--- config.mk ---
export PLATFORM = sky130hd
export DESIGN_NAME = mc_main_ctrl_flat
export DESIGN_NICKNAME = d
export VERILOG_FILES = /design/src/rtl/mc_main_ctrl_if.sv /design/src/rtl/mc_main_ctrl.sv /design/src/flat_wrapper.sv
export SDC_FILE = /design/constraint.sdc
export NUM_CORES = 1
export LEC_CHECK = 0
export ABC_AREA = 1
export CORE_ASPECT_RATIO = 2
export CORE_MARGIN = 1
export CORE_UTILIZATION = 45
export DETAILED_ROUTE_END_ITERATION = 12
export PLACE_DENSITY = 0.77
export SLEW_MARGIN = 40
export SYNTH_ARGS = -nofsm -noshare
export SYNTH_HDL_FRONTEND = slang
export SYNTH_SLANG_ARGS = --single-unit
--- constraint.sdc ---
create_clock -name clk -period 1.9 [get_ports clk]
set_clock_uncertainty 0.1 [all_clocks]
set_input_delay 0.38 -clock clk [delete_from_list [all_inputs] [get_ports clk]]
set_output_delay 0.38 -clock clk [all_outputs]
set_load 0.01 [all_outputs]
--- src/rtl/mc_main_ctrl_if.sv ---
// Control bundle between the multicycle RV32I controller and its datapath:
// latched instruction fields and zero flag in, every select/enable out.
interface mc_main_ctrl_if;
    logic [6:0] op;
    logic [2:0] funct3;
    logic       funct7b5;
    logic       zero;

    logic       pc_write;
    logic       adr_src;
    logic       mem_write;
    logic       ir_write;
    logic       reg_write;
    logic [1:0] result_src;
    logic [1:0] alu_src_a;
    logic [1:0] alu_src_b;
    logic [1:0] imm_src;
    logic [2:0] alu_control;

    // Controller side
    modport master (
        input  op, funct3, funct7b5, zero,
        output pc_write, adr_src, mem_write, ir_write, reg_write,
               result_src, alu_src_a, alu_src_b, imm_src, alu_control
    );

    // Datapath side
    modport slave (
        output op, funct3, funct7b5, zero,
        input  pc_write, adr_src, mem_write, ir_write, reg_write,
               result_src, alu_src_a, alu_src_b, imm_src, alu_control
    );
endinterface

--- src/rtl/mc_main_ctrl.sv ---
// Multicycle RV32I control unit: Moore main FSM, immediate-source decoder,
// ALU decoder, plus retired-instruction and cycle counters for debug.
module mc_main_ctrl #(
    parameter int CNT_W = 32
) (
    input  logic             clk,
    input  logic             rst,
    mc_main_ctrl_if.master   bus,
    output logic [3:0]       state,
    output logic             retire,
    output logic             illegal,
    output logic [CNT_W-1:0] instret,
    output logic [CNT_W-1:0] cycles
);
    typedef enum logic [3:0] {
        S_FETCH    = 4'd0,
        S_DECODE   = 4'd1,
        S_MEMADR   = 4'd2,
        S_MEMREAD  = 4'd3,
        S_MEMWB    = 4'd4,
        S_MEMWRITE = 4'd5,
        S_EXECR    = 4'd6,
        S_ALUWB    = 4'd7,
        S_EXECI    = 4'd8,
        S_JAL      = 4'd9,
        S_BEQ      = 4'd10
    } state_t;

    localparam logic [6:0] OP_LOAD  = 7'b0000011;
    localparam logic [6:0] OP_STORE = 7'b0100011;
    localparam logic [6:0] OP_RTYPE = 7'b0110011;
    localparam logic [6:0] OP_ITYPE = 7'b0010011;
    localparam logic [6:0] OP_JAL   = 7'b1101111;
    localparam logic [6:0] OP_BEQ   = 7'b1100011;

    state_t     state_q, state_d;
    logic       pc_update, branch;
    logic       ir_write_s, mem_write_s, reg_write_s;
    logic [1:0] alu_op;

    // NOTE: sequential state uses non-blocking assignments so every register
    // samples the pre-edge values; combinational blocks below use blocking.
    always_ff @(posedge clk) begin
        if (rst) begin
            state_q <= S_FETCH;
            instret <= '0;
            cycles  <= '0;
        end else begin
            state_q <= state_d;
            cycles  <= cycles + CNT_W'(1);
            if (retire) instret <= instret + CNT_W'(1);
        end
    end

    assign state = state_q;

    // NOTE: every output gets a default before the case so no path through
    // the block leaves a signal unassigned, which would infer a latch.
    always_comb begin
        state_d       = S_FETCH;
        pc_update     = 1'b0;
        branch        = 1'b0;
        ir_write_s    = 1'b0;
        mem_write_s   = 1'b0;
        reg_write_s   = 1'b0;
        alu_op        = 2'b00;
        retire        = 1'b0;
        illegal       = 1'b0;
        bus.adr_src    = 1'b0;
        bus.result_src = 2'b00;
        bus.alu_src_a  = 2'b00;
        bus.alu_src_b  = 2'b00;

        case (state_q)
            S_FETCH: begin
                state_d        = S_DECODE;
                ir_write_s     = 1'b1;
                bus.alu_src_b  = 2'b10;
                bus.result_src = 2'b10;
                pc_update      = 1'b1;
            end
            S_DECODE: begin
                // Branch/jump target is precomputed here from old_pc + imm
                bus.alu_src_a = 2'b01;
                bus.alu_src_b = 2'b01;
                case (bus.op)
                    OP_LOAD, OP_STORE: state_d = S_MEMADR;
                    OP_RTYPE:          state_d = S_EXECR;
                    OP_ITYPE:          state_d = S_EXECI;
                    OP_JAL:            state_d = S_JAL;
                    OP_BEQ:            state_d = S_BEQ;
                    default: begin
                        state_d = S_FETCH;
                        illegal = 1'b1;
                        retire  = 1'b1;
                    end
                endcase
            end
            S_MEMADR: begin
                state_d       = (bus.op == OP_LOAD) ? S_MEMREAD : S_MEMWRITE;
                bus.alu_src_a = 2'b10;
                bus.alu_src_b = 2'b01;
            end
            S_MEMREAD: begin
                state_d     = S_MEMWB;
                bus.adr_src = 1'b1;
            end
            S_MEMWB: begin
                bus.result_src = 2'b01;
                reg_write_s    = 1'b1;
                retire         = 1'b1;
            end
            S_MEMWRITE: begin
                bus.adr_src = 1'b1;
                mem_write_s = 1'b1;
                retire      = 1'b1;
            end
            S_EXECR: begin
                state_d       = S_ALUWB;
                bus.alu_src_a = 2'b10;
                alu_op        = 2'b10;
            end
            S_EXECI: begin
                state_d       = S_ALUWB;
                bus.alu_src_a = 2'b10;
                bus.alu_src_b = 2'b01;
                alu_op        = 2'b10;
            end
            S_ALUWB: begin
                reg_write_s = 1'b1;
                retire      = 1'b1;
            end
            S_JAL: begin
                bus.alu_src_a = 2'b01;
                bus.alu_src_b = 2'b10;
                pc_update     = 1'b1;
                retire        = 1'b1;
            end
            S_BEQ: begin
                bus.alu_src_a = 2'b10;
                alu_op        = 2'b01;
                branch        = 1'b1;
                retire        = 1'b1;
            end
            default: state_d = S_FETCH;
        endcase
    end

    // Write enables are held off while reset is asserted
    assign bus.pc_write  = ~rst & (pc_update | (branch & bus.zero));
    assign bus.ir_write  = ~rst & ir_write_s;
    assign bus.mem_write = ~rst & mem_write_s;
    assign bus.reg_write = ~rst & reg_write_s;

    always_comb begin
        case (bus.op)
            OP_STORE: bus.imm_src = 2'b01;
            OP_BEQ:   bus.imm_src = 2'b10;
            OP_JAL:   bus.imm_src = 2'b11;
            default:  bus.imm_src = 2'b00;
        endcase
    end

    always_comb begin
        bus.alu_control = 3'b000;
        case (alu_op)
            2'b01: bus.alu_control = 3'b001;
            2'b10: begin
                case (bus.funct3)
                    // Only R-type may subtract; addi with bit30 set stays add
                    3'b000:  bus.alu_control = (bus.op[5] & bus.funct7b5) ? 3'b001 : 3'b000;
                    3'b010:  bus.alu_control = 3'b101;
                    3'b110:  bus.alu_control = 3'b011;
                    3'b111:  bus.alu_control = 3'b010;
                    default: bus.alu_control = 3'b000;
                endcase
            end
            default: bus.alu_control = 3'b000;
        endcase
    end
endmodule

--- src/flat_wrapper.sv ---
// flat-port wrapper written by rule: the top's interface ports become plain ports
module mc_main_ctrl_flat 
#(
    parameter int CNT_W = 32
)
  (clk, rst, state, retire, illegal, instret, cycles, bus_op, bus_funct3, bus_funct7b5, bus_zero, bus_pc_write, bus_adr_src, bus_mem_write, bus_ir_write, bus_reg_write, bus_result_src, bus_alu_src_a, bus_alu_src_b, bus_imm_src, bus_alu_control);
  mc_main_ctrl_if bus_i ();
  input  logic clk;
  input  logic rst;
  output logic [3:0] state;
  output logic retire;
  output logic illegal;
  output logic [CNT_W-1:0] instret;
  output logic [CNT_W-1:0] cycles;
  input wire logic [$bits(bus_i.op)-1:0] bus_op;
  input wire logic [$bits(bus_i.funct3)-1:0] bus_funct3;
  input wire logic [$bits(bus_i.funct7b5)-1:0] bus_funct7b5;
  input wire logic [$bits(bus_i.zero)-1:0] bus_zero;
  output wire logic [$bits(bus_i.pc_write)-1:0] bus_pc_write;
  output wire logic [$bits(bus_i.adr_src)-1:0] bus_adr_src;
  output wire logic [$bits(bus_i.mem_write)-1:0] bus_mem_write;
  output wire logic [$bits(bus_i.ir_write)-1:0] bus_ir_write;
  output wire logic [$bits(bus_i.reg_write)-1:0] bus_reg_write;
  output wire logic [$bits(bus_i.result_src)-1:0] bus_result_src;
  output wire logic [$bits(bus_i.alu_src_a)-1:0] bus_alu_src_a;
  output wire logic [$bits(bus_i.alu_src_b)-1:0] bus_alu_src_b;
  output wire logic [$bits(bus_i.imm_src)-1:0] bus_imm_src;
  output wire logic [$bits(bus_i.alu_control)-1:0] bus_alu_control;
  assign bus_i.op = bus_op;
  assign bus_i.funct3 = bus_funct3;
  assign bus_i.funct7b5 = bus_funct7b5;
  assign bus_i.zero = bus_zero;
  assign bus_pc_write = bus_i.pc_write;
  assign bus_adr_src = bus_i.adr_src;
  assign bus_mem_write = bus_i.mem_write;
  assign bus_ir_write = bus_i.ir_write;
  assign bus_reg_write = bus_i.reg_write;
  assign bus_result_src = bus_i.result_src;
  assign bus_alu_src_a = bus_i.alu_src_a;
  assign bus_alu_src_b = bus_i.alu_src_b;
  assign bus_imm_src = bus_i.imm_src;
  assign bus_alu_control = bus_i.alu_control;
  mc_main_ctrl #(.CNT_W(CNT_W)) u_core (.clk(clk), .rst(rst), .bus(bus_i), .state(state), .retire(retire), .illegal(illegal), .instret(instret), .cycles(cycles));
endmodule
==> reports/metrics.yaml, run 1 <==
power_leakage_nw: 2.33
post_synth_num_cell_types: 31
timing.max_cap.violations: 0
critical_path_required_time_ns: 1.42
clock_sink_count: 68
crit_family: "buffers and inverters"
synth_seq_cells: 68
place_area_sq_um: 5610
worstMarginPinSlew_ns: 0.569
timing.rr.start: "u_core.state[3]$_SDFF_PP0_"
clockBufferDepth: 2
cts_tree: "done"
grt_max_degree: 45
worstPathCellList: "buf_4 -> buf_6 -> nor2_4 -> inv_4 -> nor2_4 -> buf_6 -> nand2_2 -> o21ai_4 -> buf_6"
min-delay-path-class: "in2reg"
yosys-top-cells-area: "sky130_fd_sc_hd__dfxtp_1, sky130_fd_sc_hd__nand2_1, sky130_fd_sc_hd__nor2_1, sky130_fd_sc_hd__nand3_1, sky130_fd_sc_hd__a21oi_1"
core.rowCount: 48
cts.reportedPaths.clkPinSlew_ns: 0.05
yosysSeqAreaShare_pct: 33.2
failed_checks: "setup timing"
rsz0062_at_grt: "yes"
layout_min_cycle_time_ns: 2.32
finalSetupViolations: 45
synth_async_sr_flop_share_pct: 0
grt.total_usage_pct: 30.3
floorplan.io_pins: 100
critPathSlowestCell: "sky130_fd_sc_hd__dfxtp_4"
stdcell_count: 959
grt_use_met1_pct: 26.8
final_layout_size_suffix_gt1_share_pct: 24.6
synth-edff-count: 0
initialDrtViolationCount: 377
synthesis.area_sq_um: 4100
first_global_vias: 4939
critical_path.most_common_cell: "sky130_fd_sc_hd__buf_6"
synth-warning-count: 0
insertion_delay_ns: 0.33
ff_latch_area_sq_um: 1380
die-area_sq_um: 9520
cp_capture_point: "retire"
setup_tns_ns: -8.81
flow.area_growth_from_synthesis_pct: 57.3
irDropWorstVdd_mv: 0.479
yosys_most_used_dff: "sky130_fd_sc_hd__dfxtp_1"
die-height_um: 137
vias: 5296
fmaxAchievable_mhz: 432
postSynthNetCount: 698
startpoint_type: "register"
globalRoute.totalOverflow: 0
cts_made_buffers: 9
n_antenna_cell: 0
relSlewSlack_pct: 62.1
dp_cells: 923
routed_via_density: 5.52
synth_top_cell_by_area: "sky130_fd_sc_hd__dfxtp_1"
critical_path_buf_inv_count: 5
placement.io_buffers: 99
global_route_wire_length_before_repair_um: 22700
cts-root-buf: "sky130_fd_sc_hd__clkbuf_16"
post-route-util_pct: 74.0
met2_usage_pct: 58.9
die_x_um: 69.5
num-fill-cells: 694
overall_power_after_layout_mw: 3.45
drc: 0
netlist_instances: 680
fin_crit_sh_pct: 122
antenna_violating_nets_post_route: 0
first_pass_iters: 5
critPathKind: "reg2out"
wire_per_inst_um: 16.4
route.final.wire_length_um: 15700
start_util_pct: 47.1
worst_setup_slack_for_register_to_register_paths_ns: -0.21
synth_top_cells_by_count: "sky130_fd_sc_hd__nand2_1, sky130_fd_sc_hd__nor2_1, sky130_fd_sc_hd__dfxtp_1, sky130_fd_sc_hd__nand3_1, sky130_fd_sc_hd__inv_1"
synthesis.area_per_instance_sq_um: 6.03
run_status: "complete, but fails checks"
area_of_the_multi_input_gates_sq_um: 2790
coreArea_sq_um: 8710
final.setup.worst_slack_ns: -0.417
arrival_ns: 1.84
critical_path.max_fanout: 3
maximum_cell_stage_delay_along_the_critical_path_ns: 0.36
setup.worst_path.end_class: "output pin"
worstRegToRegCells: 13
power.density_cell_area_nw_per_um2: 535
holdBufCountCts: 0
htreeDepth: 3
design_area_sq_um: 6450
globalplace.congestion: 0.898
reg2reg_to: "u_core.instret[24]$_SDFFE_PP0P_"
crit_path_start: "u_core.state[3]$_SDFF_PP0_"
final_max_slew_viol_count: 0
antenna_found_initial: 0
routing_layer_with_the_top_usage_in_global_route: "met2"
synth_largest_type_area_fraction_pct: 33.2
hold_violations: 0
yosys.cell_count.top_type: "sky130_fd_sc_hd__nand2_1"
design.final.nets: 873
cp_num_cells: 9
met3_usage_pct: 4.27
hpwl_um: 10600
tightest hold or removal path, stage by stage:
cell and delay [ns]:
sky130_fd_sc_hd__buf_2 0.14, sky130_fd_sc_hd__buf_4 0.15, sky130_fd_sc_hd__nor2_1 0.05
sequential cells by signal (all words and copies together), names as in the netlist:
| signal | count |
|---|---|
| u_core.cycles | 32 |
| u_core.state | 4 |
| u_core.instret | 32 |
per-stage QoR:
step	setup WS, ns	hold slack, ns
2_1_floorplan	-0.000137	0.377
3_3_place_gp	-0.632	0.359
3_5_place_dp	-0.690	0.365
4_1_cts	-0.365	0.273
5_1_grt	-0.479	0.350
6_report	-0.417	0.338
placed cells by master, fill, tap and decap left out, types with 6 or more instances in the layout:
cell type	count
sky130_fd_sc_hd__inv_2	14
sky130_fd_sc_hd__clkbuf_16	12
sky130_fd_sc_hd__clkdlybuf4s50_1	73
sky130_fd_sc_hd__nand2_4	8
sky130_fd_sc_hd__nor2_1	124
sky130_fd_sc_hd__buf_2	14
sky130_fd_sc_hd__xor2_1	9
sky130_fd_sc_hd__nor3_1	16
sky130_fd_sc_hd__nand2_2	15
sky130_fd_sc_hd__dlygate4sd2_1	7
sky130_fd_sc_hd__nand3_1	51
sky130_fd_sc_hd__nand3b_1	6
sky130_fd_sc_hd__dfxtp_1	62
sky130_fd_sc_hd__nand3_2	12
sky130_fd_sc_hd__nor2_4	10
sky130_fd_sc_hd__nand2_1	182
sky130_fd_sc_hd__o21ai_0	6
sky130_fd_sc_hd__inv_1	48
sky130_fd_sc_hd__a21oi_1	38
sky130_fd_sc_hd__buf_6	15
sky130_fd_sc_hd__buf_4	63
sky130_fd_sc_hd__xnor2_1	8
sky130_fd_sc_hd__a21oi_2	13
report_power, final:
group,leakage [nW],internal [mW],switching [mW]
registers,0.553,1.44,0.0119
logic,1.64,0.224,0.250
clock network,0.135,0.943,0.586
cells by family after synthesis:
group | Yosys count | share of synthesized area, %
and+or+nand+nor | 444 | 45.0
DFF | 68 | 33.2
AOI/OAI and AO/OA | 68 | 8.94
buffers and inverters | 79 | 8.00
xor gates and xnor gates | 17 | 3.63
adders and majority gates | 4 | 1.22
per-layer routing:
metal  up-vias  share of wire, %
met3        98               3.9
met5         -                 0
li1       2522                 -
met4         0               9.4
met1      2425                32
met2       251                54
worst min path at each step:
stage,cells past startpoint,start,slack (ns),end
6_report,3,rst,0.34,u_core.state[1]$_SDFF_PP0_
5_1_grt,3,rst,0.35,u_core.state[1]$_SDFF_PP0_
4_1_cts,3,rst,0.27,u_core.state[0]$_SDFF_PP0_
3_5_place_dp,2,u_core.cycles[29]$_SDFF_PP0_,0.36,u_core.cycles[29]$_SDFF_PP0_
3_3_place_gp,2,u_core.cycles[31]$_SDFF_PP0_,0.36,u_core.cycles[31]$_SDFF_PP0_
2_1_floorplan,1,u_core.cycles[0]$_SDFF_PP0_,0.38,u_core.cycles[0]$_SDFF_PP0_
timing repair:
action | CTS | global route
setup buffers | 11 | 8
pin swaps | 11 | 25
gates resized for setup | 107 | 97
gates cloned | 0 | 5
setup endpoints to repair | 42 | 54
final cells by class:
cell class	count	area share, %
Clock inverter	2	0.155
Sequential cell	68	21.4
Timing Repair Buffer	178	25.3
Inverter	65	3.90
Clock buffer	13	4.04
Tap cell	100	1.94
Multi-Input combinational cell	533	43.2
Note: power is estimated with default switching activity, not from simulation.
==> inputs of run 2 (changes only) <==
CAP_MARGIN = 30   (was not set)
==> results of run 2 <==
Final layout, timing and power as in run 1 (identical DEF).
